`src/rtl/ahb_avalon_pkg.sv`:
```
// Shared constants for the AHB-Lite to Avalon-MM bridge: transfer types,
// transfer sizes and the bridge FSM state encoding.
package ahb_avalon_pkg;

    // AHB htrans encodings
    localparam logic [1:0] AHB_IDLE   = 2'b00;
    localparam logic [1:0] AHB_BUSY   = 2'b01;
    localparam logic [1:0] AHB_NONSEQ = 2'b10;
    localparam logic [1:0] AHB_SEQ    = 2'b11;

    // AHB hsize encodings (anything wider than a word is treated as a word)
    localparam logic [2:0] HSIZE_BYTE = 3'd0;
    localparam logic [2:0] HSIZE_HALF = 3'd1;
    localparam logic [2:0] HSIZE_WORD = 3'd2;

    // Bridge FSM states
    typedef enum logic [2:0] {
        IDLE,
        W_DATA,
        W_REQ,
        R_REQ,
        R_WAIT
    } state_t;

    // A transfer is started only by NONSEQ or SEQ; IDLE and BUSY carry no request
    function automatic logic htrans_active(input logic [1:0] t);
        htrans_active = 1'b0;
        case (t)
            AHB_NONSEQ, AHB_SEQ: htrans_active = 1'b1;
            AHB_IDLE, AHB_BUSY:  htrans_active = 1'b0;
            default:             htrans_active = 1'b0;
        endcase
    endfunction

endpackage

```
`src/rtl/ahb_to_avalon_bridge_if.sv`:
```
// Bus bundle joining the AHB-Lite master side and the Avalon-MM slave side.
// The bridge uses the slave modport; the driving environment uses master.
interface ahb_to_avalon_bridge_if #(
    parameter int DW = 32,
    parameter int AW = 32
);
    // AHB-Lite side
    logic [AW-1:0]   haddr;
    logic [1:0]      htrans;
    logic [2:0]      hsize;
    logic            hwrite;
    logic [DW-1:0]   hwdata;
    logic [DW-1:0]   hrdata;
    logic            hready;

    // Avalon-MM side
    logic [AW-1:0]   avm_address;
    logic            avm_read;
    logic            avm_write;
    logic [DW-1:0]   avm_writedata;
    logic [DW/8-1:0] avm_byteenable;
    logic [DW-1:0]   avm_readdata;
    logic            avm_readdatavalid;
    logic            avm_waitrequest;

    modport slave (
        input  haddr, htrans, hsize, hwrite, hwdata,
        output hrdata, hready,
        output avm_address, avm_read, avm_write, avm_writedata, avm_byteenable,
        input  avm_readdata, avm_readdatavalid, avm_waitrequest
    );

    modport master (
        output haddr, htrans, hsize, hwrite, hwdata,
        input  hrdata, hready,
        input  avm_address, avm_read, avm_write, avm_writedata, avm_byteenable,
        output avm_readdata, avm_readdatavalid, avm_waitrequest
    );
endinterface

```
`src/rtl/ahb_byteenable_gen.sv`:
```
// Combinational Avalon byte-enable decode from AHB hsize and the low
// address bits. Data is already lane-placed, so only the lanes move.
module ahb_byteenable_gen
    import ahb_avalon_pkg::*;
(
    input  logic [2:0] i_hsize,
    input  logic [1:0] i_addr_lo,
    output logic [3:0] o_byteenable
);

    // Select the active lanes for byte, halfword and word transfers
    always_comb begin
        // NOTE: a default before the case keeps every path assigned, so no latch is inferred.
        o_byteenable = 4'hF;
        case (i_hsize)
            HSIZE_BYTE: o_byteenable = 4'b0001 << i_addr_lo;
            HSIZE_HALF: o_byteenable = 4'b0011 << {i_addr_lo[1], 1'b0};
            HSIZE_WORD: o_byteenable = 4'hF;
            default:    o_byteenable = 4'hF;
        endcase
    end

endmodule

```
`src/rtl/ahb_to_avalon_bridge.sv`:
```
// AHB-Lite single-transfer slave that turns each NONSEQ/SEQ transfer into
// exactly one Avalon-MM read or write, stretching the AHB data phase with
// hready low until the Avalon side has finished. All outputs are registered.
module ahb_to_avalon_bridge
    import ahb_avalon_pkg::*;
#(
    parameter int DW = 32,
    parameter int AW = 32
) (
    input logic                    hclk,
    input logic                    hreset,
    ahb_to_avalon_bridge_if.slave  bus
);

    state_t          r_state;
    logic            r_hready;
    logic [DW-1:0]   r_hrdata;
    logic [AW-1:0]   r_avm_address;
    logic            r_avm_read;
    logic            r_avm_write;
    logic [DW-1:0]   r_avm_writedata;
    logic [DW/8-1:0] r_avm_byteenable;
    logic [3:0]      w_byteenable;

    ahb_byteenable_gen u_be_gen (
        .i_hsize      (bus.hsize),
        .i_addr_lo    (bus.haddr[1:0]),
        .o_byteenable (w_byteenable)
    );

    // Transfer sequencing: address accept, Avalon request and data-phase completion
    always_ff @(posedge hclk) begin
        // NOTE: all state here uses non-blocking assignment so every register samples pre-edge values.
        if (hreset) begin
            r_state          <= IDLE;
            r_hready         <= 1'b1;
            r_hrdata         <= '0;
            r_avm_address    <= '0;
            r_avm_read       <= 1'b0;
            r_avm_write      <= 1'b0;
            r_avm_writedata  <= '0;
            r_avm_byteenable <= '0;
        end else begin
            case (r_state)
                IDLE: begin
                    if (htrans_active(bus.htrans) && r_hready) begin
                        r_avm_address    <= {bus.haddr[AW-1:2], 2'b00};
                        r_avm_byteenable <= w_byteenable;
                        r_hready         <= 1'b0;
                        if (bus.hwrite) begin
                            r_state <= W_DATA;
                        end else begin
                            r_avm_read <= 1'b1;
                            r_state    <= R_REQ;
                        end
                    end
                end
                W_DATA: begin
                    // hwdata is valid now, one cycle after the address phase
                    r_avm_writedata <= bus.hwdata;
                    r_avm_write     <= 1'b1;
                    r_state         <= W_REQ;
                end
                W_REQ: begin
                    if (!bus.avm_waitrequest) begin
                        r_avm_write <= 1'b0;
                        r_hready    <= 1'b1;
                        r_state     <= IDLE;
                    end
                end
                R_REQ: begin
                    if (!bus.avm_waitrequest) begin
                        r_avm_read <= 1'b0;
                        // Zero-latency slaves return data in the accepting cycle
                        if (bus.avm_readdatavalid) begin
                            r_hrdata <= bus.avm_readdata;
                            r_hready <= 1'b1;
                            r_state  <= IDLE;
                        end else begin
                            r_state  <= R_WAIT;
                        end
                    end
                end
                R_WAIT: begin
                    if (bus.avm_readdatavalid) begin
                        r_hrdata <= bus.avm_readdata;
                        r_hready <= 1'b1;
                        r_state  <= IDLE;
                    end
                end
                default: begin
                    r_state  <= IDLE;
                    r_hready <= 1'b1;
                end
            endcase
        end
    end

    assign bus.hready         = r_hready;
    assign bus.hrdata         = r_hrdata;
    assign bus.avm_address    = r_avm_address;
    assign bus.avm_read       = r_avm_read;
    assign bus.avm_write      = r_avm_write;
    assign bus.avm_writedata  = r_avm_writedata;
    assign bus.avm_byteenable = r_avm_byteenable;

endmodule
```
`src/flat_wrapper.sv`:
```
// flat-port wrapper written by rule: the top's interface ports become plain ports
module ahb_to_avalon_bridge_flat import ahb_avalon_pkg::*;
#(
    parameter int DW = 32,
    parameter int AW = 32
)
  (hclk, hreset, bus_haddr, bus_htrans, bus_hsize, bus_hwrite, bus_hwdata, bus_hrdata, bus_hready, bus_avm_address, bus_avm_read, bus_avm_write, bus_avm_writedata, bus_avm_byteenable, bus_avm_readdata, bus_avm_readdatavalid, bus_avm_waitrequest);
  ahb_to_avalon_bridge_if #(.DW(DW), .AW(AW)) bus_i ();
  input logic hclk;
  input logic hreset;
  input wire logic [$bits(bus_i.haddr)-1:0] bus_haddr;
  input wire logic [$bits(bus_i.htrans)-1:0] bus_htrans;
  input wire logic [$bits(bus_i.hsize)-1:0] bus_hsize;
  input wire logic [$bits(bus_i.hwrite)-1:0] bus_hwrite;
  input wire logic [$bits(bus_i.hwdata)-1:0] bus_hwdata;
  output wire logic [$bits(bus_i.hrdata)-1:0] bus_hrdata;
  output wire logic [$bits(bus_i.hready)-1:0] bus_hready;
  output wire logic [$bits(bus_i.avm_address)-1:0] bus_avm_address;
  output wire logic [$bits(bus_i.avm_read)-1:0] bus_avm_read;
  output wire logic [$bits(bus_i.avm_write)-1:0] bus_avm_write;
  output wire logic [$bits(bus_i.avm_writedata)-1:0] bus_avm_writedata;
  output wire logic [$bits(bus_i.avm_byteenable)-1:0] bus_avm_byteenable;
  input wire logic [$bits(bus_i.avm_readdata)-1:0] bus_avm_readdata;
  input wire logic [$bits(bus_i.avm_readdatavalid)-1:0] bus_avm_readdatavalid;
  input wire logic [$bits(bus_i.avm_waitrequest)-1:0] bus_avm_waitrequest;
  assign bus_i.haddr = bus_haddr;
  assign bus_i.htrans = bus_htrans;
  assign bus_i.hsize = bus_hsize;
  assign bus_i.hwrite = bus_hwrite;
  assign bus_i.hwdata = bus_hwdata;
  assign bus_hrdata = bus_i.hrdata;
  assign bus_hready = bus_i.hready;
  assign bus_avm_address = bus_i.avm_address;
  assign bus_avm_read = bus_i.avm_read;
  assign bus_avm_write = bus_i.avm_write;
  assign bus_avm_writedata = bus_i.avm_writedata;
  assign bus_avm_byteenable = bus_i.avm_byteenable;
  assign bus_i.avm_readdata = bus_avm_readdata;
  assign bus_i.avm_readdatavalid = bus_avm_readdatavalid;
  assign bus_i.avm_waitrequest = bus_avm_waitrequest;
  ahb_to_avalon_bridge #(.DW(DW), .AW(AW)) u_core (.hclk(hclk), .hreset(hreset), .bus(bus_i));
endmodule
```
`config.mk`:
```
export PLATFORM = sky130hd
export DESIGN_NAME = ahb_to_avalon_bridge_flat
export DESIGN_NICKNAME = d
export VERILOG_FILES = /design/src/rtl/ahb_avalon_pkg.sv /design/src/rtl/ahb_to_avalon_bridge_if.sv /design/src/rtl/ahb_byteenable_gen.sv /design/src/rtl/ahb_to_avalon_bridge.sv /design/src/flat_wrapper.sv
export SDC_FILE = /design/constraint.sdc
export NUM_CORES = 1
export LEC_CHECK = 0
export CAP_MARGIN = 20
export CORE_MARGIN = 4
export CORE_UTILIZATION = 40
export CTS_CLUSTER_SIZE = 20
export DETAILED_ROUTE_END_ITERATION = 6
export PLACE_DENSITY = 0.9
export RECOVER_POWER = 100
export SLEW_MARGIN = 20
export SYNTH_ARGS = -nofsm -noshare
export SYNTH_HDL_FRONTEND = slang
export SYNTH_HIERARCHICAL = 1
export SYNTH_SLANG_ARGS = --single-unit
export TNS_END_PERCENT = 50
```
`constraint.sdc`:
```
create_clock -name hclk -period 1.79 [get_ports hclk]
set_input_delay 0.358 -clock hclk [delete_from_list [all_inputs] [get_ports hclk]]
set_output_delay 0.358 -clock hclk [all_outputs]
set_load 0.03 [all_outputs]
```
== Word level (Yosys, flattened, before mapping) ==
Cells that the tools add are included.

* Bits in registers: 104
* Input bits: 106
* Output and inout port bits: 103
* Word-level logic and storage cells: 63

* Eq/ne operators: 13
* Shift operators: 2
* Mux-type cells: 24
* Bitwise operators: 1
* Reduce and logical (&&, ||, !) cells: 15

{| class="wikitable"
|+ Operators by type and width
! kind !! number
|-
| $mux 32 || 2
|-
| $pmux 32 s2 || 1
|-
| $mux 3 || 5
|-
| $pmux 3 s5 || 1
|-
| $reduce_and 4->1 || 3
|-
| $mux 1 || 9
|-
| $ne 2x2->1 const B || 4
|-
| $pmux 4 s2 || 1
|-
| $eq 3x1->1 const B || 2
|-
| $eq 3x2->1 const B || 2
|-
| $logic_not 3->1 || 2
|-
| $pmux 1 s2 || 3
|-
| $reduce_and 2->1 || 3
|-
| $reduce_bool 2->1 || 3
|-
| $pmux 1 s5 || 1
|-
| $eq 2x2->1 const B || 2
|-
| $reduce_or 2->1 || 2
|-
| $shl 1x2->4 const A || 1
|-
| $shl 2x2->4 const A || 1
|-
| $eq 3x3->1 const B || 1
|-
| $eq 2x1->1 const B || 1
|-
| $logic_not 2->1 || 1
|-
| $mux 2 || 1
|-
| $ne 2x1->1 const B || 1
|-
| 2 further kinds || 2
|}

== Depth between registers and ports, before layout ==
* Depth in word-level cells: 8
* Mapped depth: 6
* Gate-level depth less buffers: 4

== Cells and area by module ==
The synthesis kept the hierarchy.

{| class="wikitable"
|+ Modules (own cells, without submodules)
! module !! times used !! cells an instance !! area an instance (sq um) !! seq. area each (sq um)
|-
| ahb_to_avalon_bridge || 1 || 476 || 4057.6 || 2082.0
|-
| ahb_byteenable_gen || 1 || 8 || 42.5 || 0.0
|}

== Worst setup path before layout ==
Ideal clock, no wire load.

* Kind: register -> register
* From: register u_core.r_hready, in the netlist u_core/bus.hready
* To: register u_core.r_avm_address[10], in the netlist u_core/bus.avm_address[10]
* Library setup time: 0.070 ns
* Arrival time: 1.319 ns
* Data required time: 1.720 ns
* Path slack: 0.400 ns
* Stages on the path, launching flop included: 6
* Buffers on the path: 2
* Clock period less this slack: 1.390 ns
* Path through: dfxtp_1 nor4bb_1 buf_2 buf_6 nand3_1 a21oi_1

* Cells in the longest elaborated chain, start to end: 2

{| class="wikitable"
|+ Ends and longest elaborated chain
! what !! RTL line !! source
|-
| start, declared || ahb_to_avalon_bridge.sv:16 || <nowiki>logic r_hready;</nowiki>
|-
| start signal, assigned || ahb_to_avalon_bridge.sv:36 || <nowiki>r_hready <= 1'b1;</nowiki>
|-
| start signal, assigned || ahb_to_avalon_bridge.sv:49 || <nowiki>r_hready <= 1'b0;</nowiki>
|-
| start signal, assigned || ahb_to_avalon_bridge.sv:67 || <nowiki>r_hready <= 1'b1;</nowiki>
|-
| $logic_and 1x1->1 || ahb_to_avalon_bridge.sv:46 || <nowiki>if (htrans_active(bus.htrans) && r_hready) begin</nowiki>
|-
| $reduce_and 2->1 (no source line) || -- ||
|-
| end signal, assigned || ahb_to_avalon_bridge.sv:47 || <nowiki>r_avm_address <= {bus.haddr[AW-1:2], 2'b00};</nowiki>
|-
| end, declared || ahb_to_avalon_bridge.sv:18 || <nowiki>logic [AW-1:0] r_avm_address;</nowiki>
|}

No other way between the ends.
A chain may end at the register's enable or synchronous reset.

== Final worst setup path ==
* From: register u_core.r_avm_writedata[20], in the netlist u_core/bus.avm_writedata[20]
* To: output bus_avm_writedata[20]

{| class="wikitable"
|+ RTL lines
! what !! RTL line !! source
|-
| start, declared || ahb_to_avalon_bridge.sv:21 || <nowiki>logic [DW-1:0] r_avm_writedata;</nowiki>
|-
| start signal, assigned || ahb_to_avalon_bridge.sv:60 || <nowiki>r_avm_writedata <= bus.hwdata;</nowiki>
|-
| end, declared || flat_wrapper.sv:21 || <nowiki>output wire logic [$bits(bus_i.avm_writedata)-1:0] bus_avm_writedata;</nowiki>
|}

No word-level cell between the ends.

==> reports/metrics.cfg <==
[routing]
drt_iter0_drc=223
routed_wl_mm=12.6
avgRoutedWirePerCell_um=15.5
drc_errors=0
vias=4060
via_per_inst=5.00
drtPass1Iterations=4
antenna_left=0

[job]
max_cap_violations=0

[synth]
synth_edf_count=0
synth_area_per_cell_sq_um=8.47
async_reset_ff_share_pct=0
netlist_top_cells_area=dfxtp_1 51%, nand2_1 12%, a21oi_1 8.3%
synthFlopType=dfxtp_1
synth-seq-cells=104
yosysUniqueCellTypes=34
synth_area_sq_um=4100
synth_warnings=6
synth_top_area_cell=dfxtp_1
synth.top_cell.area_share_pct=50.8
yosysSeqAreaShare_pct=50.8
postSynthCellCount=484

[clock_network]
cts_buffers=9
clock_sinks=104
cts-htree-levels=3
holdBufCountCts=0
root_buffer=clkbuf_8
worstSkewPairLatency_ps=370
cts_tree=built
ctsResizeCount=6
postCtsSetupBuffers=0
clk_path_buf_depth=2
cts.clk_slew.worst_paths_ps=100

[power_and_ir_drop]
p_int_mw=3.98
combinationalPowerShare_pct=19.6
p_total_mw=5.47
p_leak_nw=2.10
swShare_pct=27.2
clkPwrFrac_pct=34.7
power_switching_mw=1.49
powerDensity_nw_per_um2=922
ir_drop_v=0.000533
p_seq_share_pct=45.8

[timing]
finClkSkew_ps=13.4
period_needed_ps=1750
min_period_over_period_pct=97.6
finalHoldViolations=0
timing.hold.ws_ps=457
slew_viol_final=0
worstMarginPinSlew_ps=636
rsz0062_at_grt=no
max_freq_ghz=0.572
relSlewSlack_pct=57.6
setup_viol=0

[final_layout]
seq_area_sq_um=2080
drive_above_1_share_pct=6.04
nFillCells=884
multi_input_area_sq_um=1740
nets=780
antenna_cells=0
final_cells=812
synthToLayoutAreaGrowth_pct=44.7
final_util_pct=60.2

[floorplan]
core_area_sq_um=9860
start_util_pct=41.6
io_pins=209
die-area_sq_um=11900
dieHeight_um=109
rows=36
fp.dieW_um=109

[grt]
grt.overflow.total=0
grt_pass1_wl_mm=19.1
grt_usage_pct=20.2
grt_pass1_vias=3956
antenna_found_initial=0
grt_max_degree=72

[setup_path]
slowest_stage=clkdlybuf4s50_1
cp_cell_sequence=clkdlybuf4s50_1
worstPathRequired_ps=1430
arrival_ps=1390
critPathMaxStageDelay_ps=680
end_kind=output port
crit_type=reg2out
cpLargestDelayFamily=buffers and inverters
path_max_fanout=2
startpoint_type=flop
crit_buf_inv=1

[outcome]
status=finished clean

[placement]
place.gp.congestion=0.764
dp_cells=796
dpl.hpwl_mm=8.97
io_buffers=205

[hold_path]
worstHoldPathType=in2reg

-- per-layer routing --
layer,part of all wire (%),global-route usage (%),routed length (um)
met5,0,0,0
met4,1.8,6.95,225
met3,8.7,7.28,1090
met2,49,34.9,6200
met1,40,22.9,5030
-- cells in the final DEF, fill, tap and decap left out, types with 2 or more instances in the layout --
master | netlist | routed
nand2_1 | 128 | 128
clkdlybuf4s50_1 | 0 | 110
dfxtp_1 | 104 | 104
clkbuf_1 | 15 | 88
a21oi_1 | 68 | 68
o21ai_1 | 38 | 38
nand3_1 | 35 | 35
mux2i_1 | 32 | 32
clkbuf_8 | 0 | 10
buf_4 | 3 | 9
dlygate4sd2_1 | 0 | 6
nor2_1 | 6 | 6
bufinv_16 | 0 | 4
nor3_1 | 4 | 4
buf_12 | 3 | 4
clkbuf_2 | 0 | 3
clkinv_2 | 0 | 2
inv_2 | 2 | 2
inv_1 | 2 | 2
nor2b_1 | 2 | 2
or3b_1 | 2 | 2
conb_1 | 1 | 2
-- logic make-up (layout without fill, tap and decap cells) --
kind of cell           after synthesis  in the layout  share of synthesized area (%)
AO/OA/AOI/OAI                      112            112                           14.1
buffers and inverters               48            242                           6.93
flip-flops                         104            104                           50.8
multiplexers                        32             32                           7.81
other                                1              2                         0.0915
AND/OR/NAND/NOR                    187            187                           20.3
-- layout make-up --
type                            count  area share [%]
Sequential cell                   104            35.1
Multi-Input combinational cell    333            29.4
Clock buffer                       10            2.32
Clock inverter                      6            2.19
Tap cell                          133            2.80
Inverter                            4           0.253
Timing Repair Buffer              222            28.0
-- sequential cells by signal, indices dropped and copies added, names as in the netlist --
name and flops:
u_core/r_state 3, u_core/bus.avm_writedata 32, u_core/bus.hready 1, u_core/bus.hrdata 32, u_core/bus.avm_address 30, u_core/bus.avm_write 1
u_core/bus.avm_byteenable 4, u_core/bus.avm_read 1
-- power groups by stage --
| stage | Clock [mW] | Sequential (mW) | Combinational (mW) |
|---|---|---|---|
| floorplan | 0 | 2.78 | 0.392 |
| global placement | 0 | 2.55 | 1.17 |
| detailed placement | 0 | 2.56 | 1.20 |
| CTS | 1.94 | 2.50 | 1.20 |
| global route | 2.04 | 2.52 | 1.15 |
| finish | 1.90 | 2.50 | 1.07 |
-- worst paths after layout --
path	endpoint	cells after the start	slack (ps)	from
setup / recovery	bus_avm_writedata[20]	1	40	u_core/bus.avm_writedata[20]
hold / removal	u_core/bus.hrdata[8]	4	460	hreset
setup reg to reg	u_core/bus.avm_writedata[20]	5	110	u_core/r_state[1]
hold reg to reg	u_core/bus.avm_writedata[19]	2	460	u_core/bus.avm_writedata[19]
-- through the flow --
step	cell area (sq um)	setup slack (ps)	setup TNS [ps]
final	5930	43.2	0
after global routing	5930	0.408	0
after CTS	6510	3.51	0
after detailed placement	6250	-91.4	-1700
after global placement	6250	-31.1	-616
after floorplan	4100	400	0
-- Yosys cell counts, types with 3 or more instances --
cell / count
buf_12: 3
nor3_1: 4
clkbuf_1: 15
buf_6: 3
a21oi_1: 68
nand3_1: 35
buf_4: 3
buf_1: 3
o21ai_1: 38
nand2_1: 128
nor2_1: 6
dfxtp_1: 104
buf_2: 17
mux2i_1: 32
Note: power is estimated with default switching activity, not from simulation.
